File: src/rtl/fft_pkg.sv
// Shared widths, FSM state type and twiddle tables for the 8-point streaming FFT.
// Twiddles are cos/-sin of 2*pi*m/8 scaled by 256 and rounded to the nearest integer.
package fft_pkg;
  localparam int N_POINTS  = 8;
  localparam int SAMPLE_W  = 4;
  localparam int BIN_W     = 64;
  localparam int FFT_IN_W  = 32;
  localparam int FFT_OUT_W = 512;
  localparam int IDX_W     = 3;

  typedef enum logic [1:0] {
    ST_LOAD   = 2'd0,
    ST_SETTLE = 2'd1,
    ST_UNLOAD = 2'd2
  } state_t;

  function automatic logic signed [31:0] tw_cos(input logic [2:0] idx);
    case (idx)
      3'd0:    return 32'sd256;
      3'd1:    return 32'sd181;
      3'd2:    return 32'sd0;
      3'd3:    return -32'sd181;
      3'd4:    return -32'sd256;
      3'd5:    return -32'sd181;
      3'd6:    return 32'sd0;
      default: return 32'sd181;
    endcase
  endfunction

  function automatic logic signed [31:0] tw_nsin(input logic [2:0] idx);
    case (idx)
      3'd0:    return 32'sd0;
      3'd1:    return -32'sd181;
      3'd2:    return -32'sd256;
      3'd3:    return -32'sd181;
      3'd4:    return 32'sd0;
      3'd5:    return 32'sd181;
      3'd6:    return 32'sd256;
      default: return 32'sd181;
    endcase
  endfunction
endpackage

File: src/rtl/fft_stream_ctrl_fft.sv
// Combinational 8-point DFT of unsigned 4-bit samples; bin k = {re[31:0], im[31:0]}
// at out[511-64k -: 64], evaluated directly as sum x[n]*W^(n*k).
module fastFourierTransform
  import fft_pkg::*;
(
  input  logic [FFT_IN_W-1:0]  in,
  output logic [FFT_OUT_W-1:0] out
);
  logic signed [31:0] w_x  [N_POINTS];
  logic signed [31:0] w_re [N_POINTS];
  logic signed [31:0] w_im [N_POINTS];

  always_comb begin
    for (int n = 0; n < N_POINTS; n++) begin
      w_x[n] = $signed({{(32-SAMPLE_W){1'b0}}, in[FFT_IN_W-1-SAMPLE_W*n -: SAMPLE_W]});
    end
  end

  always_comb begin
    out = '0;
    for (int k = 0; k < N_POINTS; k++) begin
      w_re[k] = '0;
      w_im[k] = '0;
      for (int n = 0; n < N_POINTS; n++) begin
        // n*k mod 8 selects the twiddle; truncation to 3 bits is the modulo
        w_re[k] = w_re[k] + w_x[n] * tw_cos(3'(n * k));
        w_im[k] = w_im[k] + w_x[n] * tw_nsin(3'(n * k));
      end
      out[FFT_OUT_W-1-BIN_W*k -: BIN_W] = {w_re[k], w_im[k]};
    end
  end
endmodule

File: src/rtl/fft_stream_ctrl.sv
// Streaming wrapper: gathers 8 samples, lets the combinational FFT settle,
// then streams the 8 bins out with valid/ready backpressure.
module fft_stream_ctrl
  import fft_pkg::*;
#(
  parameter int unsigned SETTLE_CYCLES = 1
) (
  input  logic                clk,
  input  logic                rst_n,
  input  logic                s_valid,
  output logic                s_ready,
  input  logic [SAMPLE_W-1:0] s_data,
  output logic                m_valid,
  input  logic                m_ready,
  output logic [BIN_W-1:0]    m_data,
  output logic [IDX_W-1:0]    m_index,
  output logic                m_last,
  output logic                busy,
  output logic                frame_done,
  output state_t              state
);
  // Handshake: a beat moves only on a rising edge where valid and ready are both high;
  // valid never waits on ready, and the offered bin is frozen until it is taken.
  localparam logic [3:0]       SETTLE_INIT = 4'(SETTLE_CYCLES - 1);
  localparam logic [IDX_W-1:0] LAST_IDX    = 3'(N_POINTS - 1);

  state_t                 r_state;
  state_t                 w_state_nxt;
  logic [IDX_W-1:0]       r_wr_cnt, w_wr_cnt_nxt;
  logic [IDX_W-1:0]       r_rd_cnt, w_rd_cnt_nxt;
  logic [IDX_W-1:0]       w_next_idx;
  logic [3:0]             r_settle_cnt, w_settle_nxt;
  logic [FFT_IN_W-1:0]    r_samples;
  logic [FFT_OUT_W-1:0]   r_result;
  logic [FFT_OUT_W-1:0]   w_fft_out;
  logic [BIN_W-1:0]       r_m_data, w_m_data_nxt;
  logic                   r_frame_done, w_done_nxt;
  logic                   w_sample_we, w_result_we;

  fastFourierTransform u_fft (
    .in  (r_samples),
    .out (w_fft_out)
  );

  always_ff @(posedge clk or negedge rst_n) begin
    if (!rst_n) r_state <= ST_LOAD;
    else        r_state <= w_state_nxt;
  end

  always_comb begin
    w_state_nxt  = r_state;
    w_wr_cnt_nxt = r_wr_cnt;
    w_rd_cnt_nxt = r_rd_cnt;
    w_settle_nxt = r_settle_cnt;
    w_m_data_nxt = r_m_data;
    w_next_idx   = r_rd_cnt + 3'd1;
    w_sample_we  = 1'b0;
    w_result_we  = 1'b0;
    w_done_nxt   = 1'b0;
    s_ready      = 1'b0;
    m_valid      = 1'b0;
    m_last       = 1'b0;
    m_index      = '0;
    case (r_state)
      ST_LOAD: begin
        s_ready = 1'b1;
        if (s_valid) begin
          w_sample_we  = 1'b1;
          w_wr_cnt_nxt = r_wr_cnt + 3'd1;
          if (r_wr_cnt == LAST_IDX) begin
            w_state_nxt  = ST_SETTLE;
            w_wr_cnt_nxt = '0;
            w_settle_nxt = SETTLE_INIT;
          end
        end
      end
      ST_SETTLE: begin
        if (r_settle_cnt == 4'd0) begin
          w_result_we  = 1'b1;
          w_m_data_nxt = w_fft_out[FFT_OUT_W-1 -: BIN_W];
          w_state_nxt  = ST_UNLOAD;
        end else begin
          w_settle_nxt = r_settle_cnt - 4'd1;
        end
      end
      ST_UNLOAD: begin
        m_valid = 1'b1;
        m_index = r_rd_cnt;
        m_last  = (r_rd_cnt == LAST_IDX);
        if (m_ready) begin
          if (r_rd_cnt == LAST_IDX) begin
            // m_data keeps bin 7 until the next frame's bin 0 is captured
            w_rd_cnt_nxt = '0;
            w_state_nxt  = ST_LOAD;
            w_done_nxt   = 1'b1;
          end else begin
            w_rd_cnt_nxt = w_next_idx;
            w_m_data_nxt = r_result[FFT_OUT_W-1-BIN_W*int'(w_next_idx) -: BIN_W];
          end
        end
      end
      default: begin
        w_state_nxt  = ST_LOAD;
        w_wr_cnt_nxt = '0;
        w_rd_cnt_nxt = '0;
        w_settle_nxt = '0;
      end
    endcase
  end

  always_ff @(posedge clk or negedge rst_n) begin
    if (!rst_n) begin
      r_wr_cnt     <= '0;
      r_rd_cnt     <= '0;
      r_settle_cnt <= '0;
      r_samples    <= '0;
      r_result     <= '0;
      r_m_data     <= '0;
      r_frame_done <= 1'b0;
    end else begin
      r_wr_cnt     <= w_wr_cnt_nxt;
      r_rd_cnt     <= w_rd_cnt_nxt;
      r_settle_cnt <= w_settle_nxt;
      r_m_data     <= w_m_data_nxt;
      r_frame_done <= w_done_nxt;
      if (w_sample_we) r_samples[FFT_IN_W-1-SAMPLE_W*int'(r_wr_cnt) -: SAMPLE_W] <= s_data;
      if (w_result_we) r_result <= w_fft_out;
    end
  end

  assign m_data     = r_m_data;
  assign frame_done = r_frame_done;
  assign busy       = (r_state != ST_LOAD) || (r_wr_cnt != '0);
  assign state      = r_state;
endmodule

File: config.mk
export PLATFORM = sky130hd
export DESIGN_NAME = fft_stream_ctrl
export DESIGN_NICKNAME = d
export VERILOG_FILES = /design/src/rtl/fft_pkg.sv /design/src/rtl/fft_stream_ctrl_fft.sv /design/src/rtl/fft_stream_ctrl.sv
export SDC_FILE = /design/constraint.sdc
export NUM_CORES = 1
export LEC_CHECK = 0
export BUFFER_PORTS_ARGS = -buffer_cell sky130_fd_sc_hd__buf_4
export CAP_MARGIN = 20
export CORE_MARGIN = 4
export CORE_UTILIZATION = 40
export CTS_CLUSTER_DIAMETER = 50
export CTS_CLUSTER_SIZE = 20
export DETAILED_ROUTE_END_ITERATION = 16
export GPL_TIMING_DRIVEN = 1
export SYNTH_ARGS = -nofsm -noshare
export SYNTH_HDL_FRONTEND = slang
export SYNTH_HIERARCHICAL = 1
export SYNTH_SLANG_ARGS = --single-unit
File: constraint.sdc
create_clock -name clk -period 12 [get_ports clk]
set_clock_uncertainty 0.05 [all_clocks]
set_input_delay 2.4 -clock clk [delete_from_list [all_inputs] [get_ports clk]]
set_output_delay 2.4 -clock clk [all_outputs]
set_load 0.01 [all_outputs]
==> results of run 1 <==
## through the flow
step	utilization, %	setup WS [ns]	hold WS (ns)
global route	42.7	2.97	0.465
floorplan	-	4.63	0.425
finish	42.7	3.52	0.455
global placement	40.8	3.74	0.435
CTS	42.7	3.68	0.458
detailed placement	40.8	3.70	0.444
## per-layer routing
layer	part of all wire, %	track usage [%]
met5	0.0092	0
met4	2.8	5.32
met3	4.7	3.28
met2	47	34.4
met1	45	28.7
## registers in the layout, summed over array words and instances (netlist names)
register / flops
frame_done: 1
m_data: 64
r_rd_cnt: 3
r_result: 512
r_samples: 32
r_settle_cnt: 4
r_wr_cnt: 3
state: 2
## layout by cell type, fill, tap and decap left out, types with 47 or more instances in the layout
cell / n
nand2_1: 149
buf_4: 118
fa_1: 268
ha_1: 497
a21o_1: 76
mux2_2: 526
nor2_1: 263
xor2_1: 77
o22ai_1: 133
xnor2_1: 201
clkbuf_16: 74
nor3_1: 97
inv_1: 478
mux2i_1: 261
o21ai_0: 118
o21bai_1: 47
conb_1: 128
dfrtp_1: 621
a21oi_1: 254
## kinds of logic (layout without fill, tap and decap cells)
group                    count (synthesis)  after routing  synth area share [%]
buffers and inverters                  894            734                  9.13
AO/OA/AOI/OAI                          828            828                  10.2
XOR/XNOR                               278            278                  4.75
multiplexers                           788            788                  16.7
adder cells (fa/ha/maj)                767            767                  22.6
flip-flops                             621            621                  30.3
other                                    1            130               0.00731
AND/OR/NAND/NOR                        706            706                  6.37
## cells in the mapped netlist (all sizes together) (18+ instances only)
master | n | area (um2)
clkbuf | 73 | 274
o22ai | 133 | 832
buf | 341 | 2610
nand3 | 38 | 190
o21a | 30 | 225
a31oi | 31 | 194
xnor2 | 201 | 1760
inv | 478 | 1790
dfrtp | 621 | 15500
mux2i | 261 | 2610
mux2 | 526 | 5920
nor3 | 97 | 485
nor2 | 263 | 987
fa | 268 | 5370
nor2b | 35 | 219
o21bai | 47 | 353
nand2b | 27 | 169
a21oi | 255 | 1280
xor2 | 77 | 674
a21o | 76 | 571
and2 | 18 | 113
ha | 499 | 6240
o21ai | 125 | 626
nand2 | 149 | 559
## worst paths after layout
path	depth (start not counted)	to	from
min in group asynchronous	1	r_result[305]$_DFFE_PN0P_	rst_n
worst min-delay path	1	r_result[28]$_DFFE_PN0P_	r_result[28]$_DFFE_PN0P_
worst min register to register	1	r_result[28]$_DFFE_PN0P_	r_result[28]$_DFFE_PN0P_
worst max-delay path	31	r_result[50]$_DFFE_PN0P_	r_samples[26]$_DFFE_PN0P_
worst max register to register	31	r_result[50]$_DFFE_PN0P_	r_samples[26]$_DFFE_PN0P_
max in group asynchronous	3	r_result[131]$_DFFE_PN0P_	rst_n
## final cells by class
| class | instances | area [um2] |
|---|---|---|
| Antenna cell | 2 | 5.00 |
| Timing Repair Buffer | 124 | 1000 |
| Clock inverter | 50 | 514 |
| Multi-Input combinational cell | 3495 | 31600 |
| Sequential cell | 621 | 15500 |
| Inverter | 480 | 1800 |
| Clock buffer | 80 | 1910 |
| Tap cell | 1662 | 2080 |
| Fill cell | 12300 | 73000 |
==> results.json, run 1 <==
{
  "cts_tree": "done",
  "rsz0062_at_grt": "no",
  "cts_buffers": 71,
  "endpoint_kind": "flip-flop",
  "ys_types": 76,
  "ys_ff_latch": 621,
  "drtIter0Drc": 2429,
  "firstDrtPassIters": 6,
  "wire_per_inst_um": 21.7,
  "finalCritPeriodShare_pct": 70.7,
  "grt_max_degree": 169,
  "die-area_mm2": 0.134,
  "num_vias": 34700,
  "hold_class": "reg2reg",
  "slew_violations": 0,
  "crit_type": "reg2reg",
  "dp_hpwl_um": 112000,
  "ys_async_sr_fraction_pct": 100,
  "synth-edff-count": 0,
  "setup_viol": 0,
  "die_x_um": 366,
  "viasPerCell": 5.33,
  "area_growth_syn_to_layout_pct": 6.17,
  "fin_nets": 5568,
  "cts.sinks": 621,
  "ios": 82,
  "crit_path_max_fanout": 12,
  "drive_gt1_share_pct": 16.7,
  "path_clk_slew_ns": 0.07,
  "core_area_mm2": 0.128,
  "worst_slew_pin_slew_ns": 1.13,
  "max_stage_delay_ns": 0.66,
  "path_buf_inv": 6,
  "antenna_found_initial": 3,
  "cts_root_buf": "clkbuf_16",
  "fmax_mhz": 118,
  "grt_usage_pct": 20.9,
  "overflow": 0,
  "synth_ff_type": "dfrtp_1",
  "yosysWarningCount": 6,
  "status": "completed",
  "placed_area_mm2": 0.0520,
  "period_needed_ns": 8.48,
  "drcViolationCount": 0,
  "grt_pass1_vias": 35000,
  "worstSetupStartpointType": "flip-flop",
  "cts-htree-levels": 3,
  "crit_path_frequent_cell": "inv_1",
  "ctsResizeCount": 0,
  "finalHoldViolCount": 0,
  "ant_nets": 0,
  "portBuffers": 81,
  "die_y_um": 366,
  "initial_core_util_pct": 40.2,
  "drv_cap": 0,
  "r2r_slack_ns": 3.52,
  "netlist_area_mm2": 0.0513,
  "tns_ns": 0,
  "clock_latency_ns": 0.65,
  "wirelength_um": 142000,
  "fp-row-count": 131,
  "crit_family": "adder cells",
  "cts_max_path_buffers": 3,
  "place.gp.congestion": 0.940,
  "placed_cells": 6382,
  "slew_headroom_pct": 24.4,
  "cp_slowest_cell": "dfrtp_1",
  "final_cell_count_no_fill": 6514,
  "final_cell_area_mm2": 0.0545,
  "ys_seq_area_share_pct": 30.3,
  "syn_inst": 4883,
  "holdBufCountCts": 0,
  "syn_area_per_cell_um2": 10.5,
  "critPathArrivalTime_ns": 8.97,
  "cp.required_ns": 12.49,
  "grt_pass1_wl_um": 216000,
  "cts_setup_buffers": 0
}
Power of run 1 is not shown: default switching activity piles up to over one toggle a cycle in this logic, so the estimate is an artifact.
==> run 2, diff against run 1 <==
clock period = 8.6 ns   (was 12 ns; I/O delays follow)
==> run 2 against run 1 <==
Setup slack worse by 2.9 ns. Register-to-register slack worse by 2.9 ns. Design area up 1.2%. Routed wire length up 1.4%. Critical path depth unchanged. Non-clock buffer count up 35. Core utilization up 0.52 points. Critical path type unchanged. Flip-flop and latch count unchanged. Final cell count up 0.78%. Clock-buffer cell count up 3. Die area unchanged.
==> results.json, run 2 (synthesized netlist as in run 1, its figures left out) <==
{
  "status": "completed",
  "setup_viol": 0,
  "clock_latency_ns": 0.66,
  "die_x_um": 366,
  "wire_per_inst_um": 21.9,
  "grt_pass1_vias": 35200,
  "endpoint_kind": "flip-flop",
  "finalCritPeriodShare_pct": 93.2,
  "cts_buffers": 79,
  "core_area_mm2": 0.128,
  "seqCellArea_mm2": 0.0155,
  "final_common_cell": "dfrtp_1",
  "ant_nets": 0,
  "wl_met2_um": 66400,
  "wl_met3_um": 6960,
  "firstDrtPassIters": 6,
  "path_clk_slew_ns": 0.08,
  "path_buf_inv": 3,
  "drv_cap": 0,
  "cts_root_buf": "clkbuf_16",
  "dp_hpwl_um": 113000,
  "multi_input_area_mm2": 0.0316,
  "n_fill_cell": 12200,
  "antenna_cells_inserted": 0,
  "worstSetupStartpointType": "flip-flop",
  "place.gp.congestion": 0.975,
  "fin_nets": 5611,
  "portBuffers": 81,
  "wirelength_um": 144000,
  "wl_met1_um": 65900,
  "die-area_mm2": 0.134,
  "grt_max_degree": 172,
  "r2r_start": "r_samples[25]$_DFFE_PN0P_",
  "tns_ns": 0,
  "period_needed_ns": 8.02,
  "holdBufCountCts": 0,
  "drcViolationCount": 0,
  "placed_cells": 6417,
  "cts_max_path_buffers": 3,
  "cts_setup_buffers": 0,
  "rsz0062_at_grt": "no",
  "worst_slew_pin_slew_ns": 1.12,
  "final_cell_count_no_fill": 6565,
  "routed.top_layer": "met4",
  "grt_pass1_wl_um": 220000,
  "slew_violations": 0,
  "crit_path_frequent_cell": "ha_1",
  "ctsResizeCount": 0,
  "cts-htree-levels": 3,
  "overflow": 0,
  "largest_reg_flops": 512,
  "viasPerCell": 5.33,
  "drtIter0Drc": 2355,
  "antenna_found_initial": 4,
  "cts_tree": "done",
  "cp-startpoint": "r_samples[25]$_DFFE_PN0P_",
  "cp.required_ns": 9.17,
  "die_y_um": 366,
  "grt_usage_pct": 21.2,
  "regMostFlops": "r_result",
  "drive_gt1_share_pct": 17.6,
  "fmax_mhz": 125,
  "finalHoldViolCount": 0,
  "fp-row-count": 131,
  "max_stage_delay_ns": 0.48,
  "crit_family": "adder cells",
  "slew_headroom_pct": 25.2,
  "ios": 82,
  "initial_core_util_pct": 40.2,
  "cts.sinks": 621,
  "crit_path_max_fanout": 9,
  "crit_type": "reg2reg",
  "cp_slowest_cell": "dfrtp_1",
  "final_cell_mix": "621 x dfrtp_1, 526 x mux2_2, 497 x ha_1",
  "hold_class": "reg2reg",
  "critPathArrivalTime_ns": 8.58,
  "area_growth_syn_to_layout_pct": 7.46,
  "num_vias": 35000,
  "hp-start": "r_result[142]$_DFFE_PN0P_"
}
-- run 2: per-layer routing --
metal  track usage, %  vias up
met1             29.6    17600
met3             3.04      175
met4             5.69        0
li1                 -    16500
met2             34.6      774
met5                0        -
-- run 2: metrics by stage --
step / hold WS [ns] / area, um2 / utilization [%] / setup slack (ns)
3_5_place_dp: 0.443 / 52300 / 41.0 / 0.794
2_1_floorplan: 0.425 / 51800 / - / 1.23
6_report: 0.453 / 55100 / 43.2 / 0.585
4_1_cts: 0.456 / 55100 / 43.2 / 0.761
3_3_place_gp: 0.436 / 52300 / 41.0 / 0.834
5_1_grt: 0.463 / 55100 / 43.2 / 0.121
-- run 2: final cells by class --
| type | instances | share of cell area [%] |
|---|---|---|
| Clock buffer | 83 | 3.63 |
| Clock inverter | 65 | 1.46 |
| Inverter | 480 | 3.27 |
| Multi-Input combinational cell | 3495 | 57.3 |
| Sequential cell | 621 | 28.2 |
| Tap cell | 1662 | 3.77 |
| Timing Repair Buffer | 159 | 2.34 |
-- run 2: worst paths after layout --
check	end	slack, ns	cells past startpoint
setup / recovery	r_result[55]$_DFFE_PN0P_	0.58	31
hold / removal	r_result[142]$_DFFE_PN0P_	0.45	1
setup reg to reg	r_result[55]$_DFFE_PN0P_	0.58	31
hold reg to reg	r_result[142]$_DFFE_PN0P_	0.45	1
max in group asynchronous	r_result[385]$_DFFE_PN0P_	5.91	3
min in group asynchronous	r_result[313]$_DFFE_PN0P_	0.96	1
Power of run 2 is left out for the same reason.
==> run 3, diff against run 2 <==
CELL_PAD_IN_SITES_DETAIL_PLACEMENT = 1   (was default)
CELL_PAD_IN_SITES_GLOBAL_PLACEMENT = 2   (was default)
PLACE_DENSITY_LB_ADDON = 0.1   (was default)
==> run 3 against run 2 <==
Setup slack better by 0.060 ns. Design area is 1.1% higher. Die area stayed put. Core utilization is 0.49 points higher. Sequential share of layout area is 0.31 points lower. First-iteration DRC count is 17% lower. Via count is 1.4% higher. Critical endpoint is now r_result[434]$_DFFE_PN0P_. Global-route usage is 3.1 points higher. Clock-buffer cell count is 27 higher. Critical path depth stayed put.
==> results.json, run 3 (synthesized netlist as in run 1, its figures left out) <==
{
  "regMostFlops": "r_result",
  "wirelength_um": 163000,
  "portBuffers": 81,
  "grt_pass1_vias": 37600,
  "ant_nets": 0,
  "cts-htree-levels": 3,
  "r2r_start": "r_samples[27]$_DFFE_PN0P_",
  "tns_ns": 0,
  "crit_path_frequent_cell": "ha_1",
  "overflow": 0,
  "critPathArrivalTime_ns": 8.50,
  "ios": 82,
  "drcViolationCount": 0,
  "num_vias": 35500,
  "period_needed_ns": 7.96,
  "cts_buffers": 95,
  "final_cell_area_mm2": 0.0558,
  "final_cell_mix": "621 x dfrtp_1, 526 x mux2_2, 497 x ha_1",
  "path_clk_slew_ns": 0.05,
  "cp_slowest_cell": "dfrtp_1",
  "placed_area_mm2": 0.0524,
  "finalHoldViolCount": 0,
  "clock_latency_ns": 0.72,
  "dp_hpwl_um": 129000,
  "cp-startpoint": "r_samples[27]$_DFFE_PN0P_",
  "hp-start": "r_result[275]$_DFFE_PN0P_",
  "worstSetupStartpointType": "flip-flop",
  "rsz0062_at_grt": "no",
  "worst_slew_pin_slew_ns": 1.09,
  "hold_class": "reg2reg",
  "drive_gt1_share_pct": 18.1,
  "cts_tree": "done",
  "wire_per_inst_um": 24.8,
  "antenna_found_initial": 6,
  "reg2regPathDepth": 31,
  "r2r_end": "r_result[434]$_DFFE_PN0P_",
  "crit_path_max_fanout": 10,
  "die_x_um": 366,
  "area_growth_syn_to_layout_pct": 8.67,
  "fmax_mhz": 126,
  "slew_violations": 0,
  "drv_cap": 0,
  "crit_end": "r_result[434]$_DFFE_PN0P_",
  "grt_max_degree": 155,
  "finalCritPeriodShare_pct": 92.5,
  "cts_root_buf": "clkbuf_16",
  "largest_reg_flops": 512,
  "crit_type": "reg2reg",
  "fp-row-count": 131,
  "grt_pass1_wl_um": 248000,
  "setup_viol": 0,
  "slew_headroom_pct": 27.3,
  "drtIter0Drc": 1954,
  "endpoint_kind": "flip-flop",
  "n_fill_cell": 14000,
  "cp.required_ns": 9.14,
  "final_common_cell": "dfrtp_1",
  "viasPerCell": 5.37,
  "die_y_um": 366,
  "core_area_mm2": 0.128,
  "r2r_slack_ns": 0.64,
  "fin_nets": 5629,
  "initial_core_util_pct": 40.2,
  "firstDrtPassIters": 5,
  "max_stage_delay_ns": 0.54,
  "cts_max_path_buffers": 3,
  "place.gp.congestion": 0.969,
  "status": "completed",
  "die-area_mm2": 0.134,
  "cts_setup_buffers": 0,
  "cts.sinks": 621,
  "grt_usage_pct": 24.4
}
-- run 3: cell count changes in the layout (fill, tap and decap cells not counted), moves of 2 or more --
| cell | delta |
|---|---|
| inv_12 | -2 |
| clkbuf_16 | +16 |
| buf_12 | +2 |
| clkbuf_1 | +3 |
| clkbuf_8 | +8 |
| inv_6 | +3 |
| clkinv_4 | -4 |
| inv_16 | -2 |
| clkinv_8 | -11 |
| bufinv_16 | +7 |
| clkinv_16 | +2 |
| clkinv_2 | +10 |
-- run 3: layout make-up --
cell class                      instances  area, um2  area share (%)
Antenna cell                            1       2.50         0.00449
Clock buffer                          110       2520            4.53
Clock inverter                         68        863            1.55
Inverter                              480       1800            3.23
Multi-Input combinational cell       3495      31600            56.7
Sequential cell                       621      15500            27.9
Tap cell                             1662       2080            3.73
Timing Repair Buffer                  161       1330            2.38
-- run 3: stage by stage --
| step | hold slack (ns) | utilization [%] | cells | worst slack (ns) |
|---|---|---|---|---|
| after floorplan | 0.425 | - | 5010 | 1.23 |
| after global placement | 0.438 | 41.1 | 6419 | 0.585 |
| after detailed placement | 0.445 | 41.1 | 6419 | 0.460 |
| after CTS | 0.457 | 43.7 | 6597 | 0.497 |
| after global routing | 0.465 | 43.7 | 6597 | 0.157 |
| final | 0.453 | 43.7 | 6598 | 0.644 |
-- run 3: worst max-delay path, delay by kind of cell, from the launching register on --
kind | cells | cell delay [ns]
adders and majority gates | 9 | 3.32
muxes | 1 | 0.28
xor gates and xnor gates | 3 | 0.51
DFF | 1 | 0.54
and+or+nand+nor | 2 | 0.45
AOI/OAI and AO/OA | 9 | 1.89
buffers and inverters | 7 | 0.83
-- run 3: how the worst min path moves through the flow --
stage | end | slack [ns] | depth (start not counted)
global route | r_result[122]$_DFFE_PN0P_ | 0.47 | 1
global placement | r_result[208]$_DFFE_PN0P_ | 0.44 | 1
detailed placement | r_result[458]$_DFFE_PN0P_ | 0.44 | 1
floorplan | r_result[254]$_DFFE_PN0P_ | 0.42 | 1
finish | r_result[275]$_DFFE_PN0P_ | 0.45 | 1
CTS | r_result[388]$_DFFE_PN0P_ | 0.46 | 1
-- run 3: routing by layer --
metal	global-route usage (%)	vias to the layer above	routed length, um
met5	0	-	0
met4	5.39	0	3540
met3	3.04	154	6310
met2	39.6	555	75500
met1	34.8	18200	78100
li1	-	16500	-
-- run 3: timing repair --
item,4_1_cts,5_1_grt
resized for setup,0,1
endpoints found under the setup margin,0,6
hold buffers,0,0
Power of run 3 is left out for the same reason.
